### config.mk
export PLATFORM = sky130hd
export DESIGN_NAME = read_write_enable_width_downsizer
export DESIGN_NICKNAME = d
export VERILOG_FILES = /design/src/rtl/read_write_enable_width_downsizer.sv
export SDC_FILE = /design/constraint.sdc
export NUM_CORES = 1
export LEC_CHECK = 0
export ABC_AREA = 0
export BUFFER_PORTS_ARGS = -buffer_cell sky130_fd_sc_hd__buf_2
export CAP_MARGIN = 20
export CORE_MARGIN = 4
export CORE_UTILIZATION = 45
export DETAILED_ROUTE_END_ITERATION = 10
export PLACE_DENSITY_LB_ADDON = 0.12
export SYNTH_ARGS = -nofsm -noshare
export SYNTH_HDL_FRONTEND = slang
export SYNTH_SLANG_ARGS = --single-unit
### constraint.sdc
create_clock -name clock -period 1.35 [get_ports clock]
set_input_delay 0.2025 -clock clock [delete_from_list [all_inputs] [get_ports clock]]
set_output_delay 0.2025 -clock clock [all_outputs]
set_load 0.005 [all_outputs]
### src/rtl/read_write_enable_width_downsizer.sv
// read_write_enable_width_downsizer
//
// Reader on the read port of an upstream first-word-fall-through buffer that
// holds wide words of WIDTH*RATIO bits. Each wide word is split into RATIO
// narrow words of WIDTH bits, least significant slice first. The narrow words
// are presented on a downstream read_enable/empty port at one word per cycle.
//
// Ports
//   clock                 system clock, rising edge
//   resetn                asynchronous active-low reset
//   upstream_empty        upstream has no word; upstream_read_data invalid
//   upstream_read_enable  pops the upstream head word on the rising edge
//   upstream_read_data    upstream head wide word (first-word fall-through)
//   read_enable           downstream pops the current narrow word
//   read_data             current narrow word, valid when empty is low
//   empty                 no narrow word available
module read_write_enable_width_downsizer #(
  parameter  int WIDTH       = 8,
  parameter  int RATIO       = 4,
  localparam int INDEX_WIDTH = (RATIO > 1) ? $clog2(RATIO) : 1
) (
  input  logic                   clock,
  input  logic                   resetn,
  input  logic                   upstream_empty,
  output logic                   upstream_read_enable,
  input  logic [WIDTH*RATIO-1:0] upstream_read_data,
  input  logic                   read_enable,
  output logic [WIDTH-1:0]       read_data,
  output logic                   empty
);

  localparam logic [INDEX_WIDTH-1:0] LAST_INDEX = INDEX_WIDTH'(RATIO - 1);

  // Held wide word, viewed as RATIO slices so the index selects a slice.
  logic [RATIO-1:0][WIDTH-1:0] buffer_data;
  logic                        buffer_valid;
  logic [INDEX_WIDTH-1:0]      index;

  logic pop;
  logic last;

  assign last  = buffer_valid && (index == LAST_INDEX);
  assign pop   = read_enable && buffer_valid;
  assign empty = !buffer_valid;

  // Refill when the buffer is empty, or when the final slice leaves this
  // cycle so the next word lands on the same edge with no bubble. Gated by
  // resetn so upstream is never popped while reset is held.
  assign upstream_read_enable = resetn && !upstream_empty
                                && (!buffer_valid || (pop && last));

  // A single-slice word needs no index mux; when empty the stale slice shows.
  generate
    if (RATIO == 1) begin : g_single
      assign read_data = buffer_data[0];
    end else begin : g_multi
      assign read_data = buffer_data[index];
    end
  endgenerate

  always_ff @(posedge clock or negedge resetn) begin
    if (!resetn) begin
      buffer_data  <= '0;
      buffer_valid <= 1'b0;
      index        <= '0;
    end else if (upstream_read_enable) begin
      buffer_data  <= upstream_read_data;
      buffer_valid <= 1'b1;
      index        <= '0;
    end else if (pop && last) begin
      buffer_valid <= 1'b0;
      index        <= '0;
    end else if (pop) begin
      // Not last, so index+1 stays within RATIO-1.
      index <= index + INDEX_WIDTH'(1);
    end
  end

endmodule

Word-level counts from Yosys, hierarchy flattened
Cells that the tools add are included.
{"block": "word_totals", "regBits": 35, "word_cells": 26, "out_inout_bits": 10}
{"block": "classes", "eq_ne": 1, "reduce_logical": 10, "n_mux": 7, "n_addsub": 1, "n_lt_le_gt_ge": 1}
{"cell": "8-bit binary-select mux with 2-bit select", "count": 1}
{"cell": "8-bit 2-to-1 mux", "count": 1}
{"cell": "2-bit 2-to-1 mux", "count": 3}
{"cell": "1-bit logical AND", "count": 5}
{"cell": "2-bit by 3-bit < comparator with 1-bit output (second input constant)", "count": 1}
{"cell": "3-bit nonzero test", "count": 1}
{"cell": "2-bit by 1-bit adder with 2-bit output (second input constant)", "count": 1}
{"cell": "2-bit equality test (second input constant)", "count": 1}
{"cell": "1-bit zero test", "count": 2}
{"cell": "1-bit 2-to-1 mux", "count": 2}
{"cell": "2-bit nonzero test", "count": 1}
{"cell": "1-bit logical OR", "count": 1}

Longest topological paths before layout
{"block": "logic_depth", "ltp_word": 6, "ltp_mapped": 5, "mapped_depth_nobuf": 4}

Worst setup path before layout
Ideal clock, no wire load.
{"block": "synth_path", "path_type": "flip-flop to flip-flop", "from": "reg index[0]", "to": "reg buffer_data[24] (netlist name)", "setup_ps": 125, "arrival_time_ps": 1319, "required_ps": 1225, "setup_slack_ps": -94, "synth_period_minus_slack_ps": 1444, "path_stages_with_launch": 6, "path_cell_list": "dfrtp_1 > ha_1 > nand2_2 > a21oi_4 > buf_6 > mux2_2"}
{"block": "synth_between", "elab_chain_len": 5}
{"item": "start: declaration", "line_no": "37", "text": "logic [INDEX_WIDTH-1:0] index;"}
{"item": "start signal: assignment", "line_no": "75", "text": "index <= index + INDEX_WIDTH'(1);"}
{"item": "2-bit equality test", "line_no": "42", "text": "assign last = buffer_valid && (index == LAST_INDEX);"}
{"item": "1-bit logical AND", "line_no": "42"}
{"item": "1-bit logical AND", "line_no": "50", "text": "&& (!buffer_valid || (pop && last));"}
{"item": "1-bit logical OR", "line_no": "50"}
{"item": "1-bit logical AND", "line_no": "50"}
{"item": "via upstream_read_enable", "line_no": "25", "text": "output logic upstream_read_enable,"}
{"item": "end signal: assignment", "line_no": "67", "text": "buffer_data <= upstream_read_data;"}
{"item": "end: declaration", "line_no": "35", "text": "logic [RATIO-1:0][WIDTH-1:0] buffer_data;"}
The timed path passes the listed nets, and every way through them passes these cells.
A chain may end at the register's enable or synchronous reset.

Worst setup path after layout
{"block": "layout_path", "from": "reg index[0]", "to": "out read_data[7]"}
{"block": "layout_between", "elab_chain_len": 2}
{"item": "8-bit binary-select mux with 2-bit select", "line_no": "57", "text": "assign read_data = buffer_data[index];"}
{"item": "8-bit 2-to-1 mux (not written as such)", "line_no": "57"}
{"item": "end: declaration", "line_no": "28", "text": "output logic [WIDTH-1:0] read_data,"}
No other way between the ends. The select of a mux whose other input is x is not followed.

==> flow_summary.json <==
{
  "vias_per_cell": 4.889,
  "hold_end": "buffer_data[29]",
  "pre_cts_ws_ns": -0.1654,
  "start_util": 0.4661,
  "violations": "negative setup slack",
  "fin_skew_ns": 0.007484,
  "diodes": 0,
  "grt_usage": 0.1670,
  "grt_max_degree": 36,
  "die_area_sq_um": 4492,
  "ant_nets": 0,
  "final_cell_mix": "buf_2, dfrtp_1, mux2_2",
  "power_w": 0.004415,
  "ys_ff_latch": 35,
  "die_w_um": 67.03,
  "post-route-worst-setup-slack_ns": -0.3942,
  "maxSlewHeadroom": 0.7109,
  "hold_viol_final": 0,
  "grt_pass1_vias": 1188,
  "hold_path_class": "in -> reg",
  "numCtsBuffers": 5,
  "setup_viol": 41,
  "fmax_mhz": 573.3,
  "wire_per_inst_um": 15.43,
  "antenna_found_initial": 0,
  "post-route-period-util": 1.292,
  "min_period_ns": 1.744,
  "yosys.area.top_type_share": 0.5587,
  "fillerInstances": 283,
  "synth_cell_type_count": 18,
  "drv_slew": 0,
  "insertion_delay_ns": 0.33,
  "hold_path.startpoint": "upstream_read_data[29]",
  "yosys-top-cells-area": "dfrtp_1, mux2_2, mux4_2",
  "path_max_fanout": 4,
  "hpwlAfterDp_um": 2307,
  "leakagePower_nw": 0.9874,
  "arrival_ns": 1.54,
  "first_pass_iters": 4,
  "grt_pass1_wl_um": 5354,
  "cts-htree-levels": 2,
  "rsz0062_at_grt": "yes",
  "fp-row-count": 21,
  "die_h_um": 67.03,
  "pin_count": 46,
  "synth_warnings": 0,
  "cts_tree": "yes",
  "synth_cells": 96,
  "place_congestion": 0.6531,
  "place_inst": 193,
  "placed_area_sq_um": 1896,
  "startpoint_type": "flip-flop",
  "core_sq_um": 3363,
  "drc": 0,
  "vias": 1017,
  "final_cells": 208,
  "ys_seq_area_frac": 0.5587,
  "syn_avg_cell_area_sq_um": 16.33,
  "powerDensity_nw_per_um2": 2097,
  "clockBufferDepth": 2,
  "reg2reg_depth": 7,
  "hold_ws_ns": 0.08207,
  "nets": 198,
  "routed_wl_um": 3209,
  "ctsRootBufferMaster": "clkbuf_4",
  "cts_sinks": 35,
  "reg2reg_from": "index[0]",
  "drive_above_1_share": 0.6914,
  "areaGrowthSynthToFinish_pct": 34.32,
  "drt-initial-drc-count": 37,
  "timing.rr.end": "buffer_data[5]",
  "final_common_cell": "buf_2",
  "hold_depth": 2,
  "cp-end-kind": "output port",
  "synthesis.area_sq_um": 1568,
  "syn-num-nets": 133,
  "ir_drop_mv": 0.9149,
  "final_area_sq_um": 2106,
  "path_class": "reg -> out",
  "grt_overflow": 0,
  "required_ns": 1.15,
  "portBuffers": 45,
  "path_clk_slew_ns": 0.10,
  "tightest_slew_ns": 0.4336,
  "maxCapViolations": 0,
  "synth.largest_area_cell": "dfrtp_1",
  "rrSetupSlack_ns": -0.38,
  "status": "complete, but fails checks"
}
sequential cells by signal (all words and copies together) (netlist names):
name and flops:
index 2, buffer_data 32, buffer_valid 1
how the worst max path moves through the flow:
stage / start / to / slack [ns] / depth (start not counted)
finish: index[0] / read_data[7] / -0.39 / 3
global route: index[0] / read_data[5] / -0.45 / 3
CTS: index[0] / read_data[7] / -0.41 / 3
detailed placement: index[0] / buffer_data[11] / -0.17 / 5
global placement: index[0] / buffer_data[5] / -0.09 / 5
floorplan: index[1] / buffer_data[24] / -0.06 / 5
cell usage after synthesis:
library cell and number:
dfrtp_1 35, ha_1 1, o21ai_0 1, clkbuf_1 1
buf_6 3, nor2_1 1, o211ai_1 2, o31ai_1 1
buf_2 2, mux4_2 8, nand2_2 1, inv_1 2
mux2_2 28, nand2_1 3, a21oi_4 1, nand2b_4 1
nand3_1 1, mux2_1 4
final cells by class:
| class | instances | area, sq um | area share |
|---|---|---|---|
| clock buffers | 8 | 68.82 | 0.03268 |
| well taps | 46 | 57.56 | 0.02733 |
| multi-input cells | 53 | 658.1 | 0.3125 |
| flip-flops and latches | 35 | 877.1 | 0.4165 |
| inverters | 2 | 7.507 | 0.003565 |
| repair buffers | 64 | 436.7 | 0.2074 |
per-stage QoR:
stage	setup TNS, ns	util
global route	-15.59	0.6261
finish	-12.84	0.6261
detailed placement	-5.126	0.5636
global placement	-2.459	0.5636
floorplan	-1.724	-
CTS	-13.20	0.6250
cells by family after synthesis:
group / count (synthesis) / share of synthesized area
buffers and inverters: 8 / 0.03511
adders and majority gates: 1 / 0.007980
and+or+nand+nor: 7 / 0.02553
muxes: 40 / 0.3448
AOI/OAI and AO/OA: 5 / 0.02793
DFF: 35 / 0.5587
critical path, stage by stage, from the launching register on:
cell     delay, ns
dfrtp_2       0.43
buf_6         0.14
mux4_2        0.50
buf_2         0.14
report_power, final:
group	internal, W	switching (W)	total [W]
Sequential	0.00157	0.000280	0.00185
Clock	0.000306	0.000326	0.000633
Combinational	0.00128	0.000651	0.00193
repair_timing:
item                       in CTS  in global routing
cloned                          1                  0
setup endpoints to repair      41                 41
hold endpoints to repair       29                  0
pin swaps                       2                  1
resized for setup              14                  1
setup buffers                   5                  0
hold buffers                    1                  0
routing by layer:
layer | vias to the layer above | track usage | share of wire
li1 | 482 | - | -
met1 | 498 | 0.2020 | 0.43
met2 | 30 | 0.2712 | 0.49
met3 | 7 | 0.04553 | 0.055
met4 | 0 | 0.08354 | 0.020
met5 | - | 0 | 0
Power figures use the tool's default switching activity.
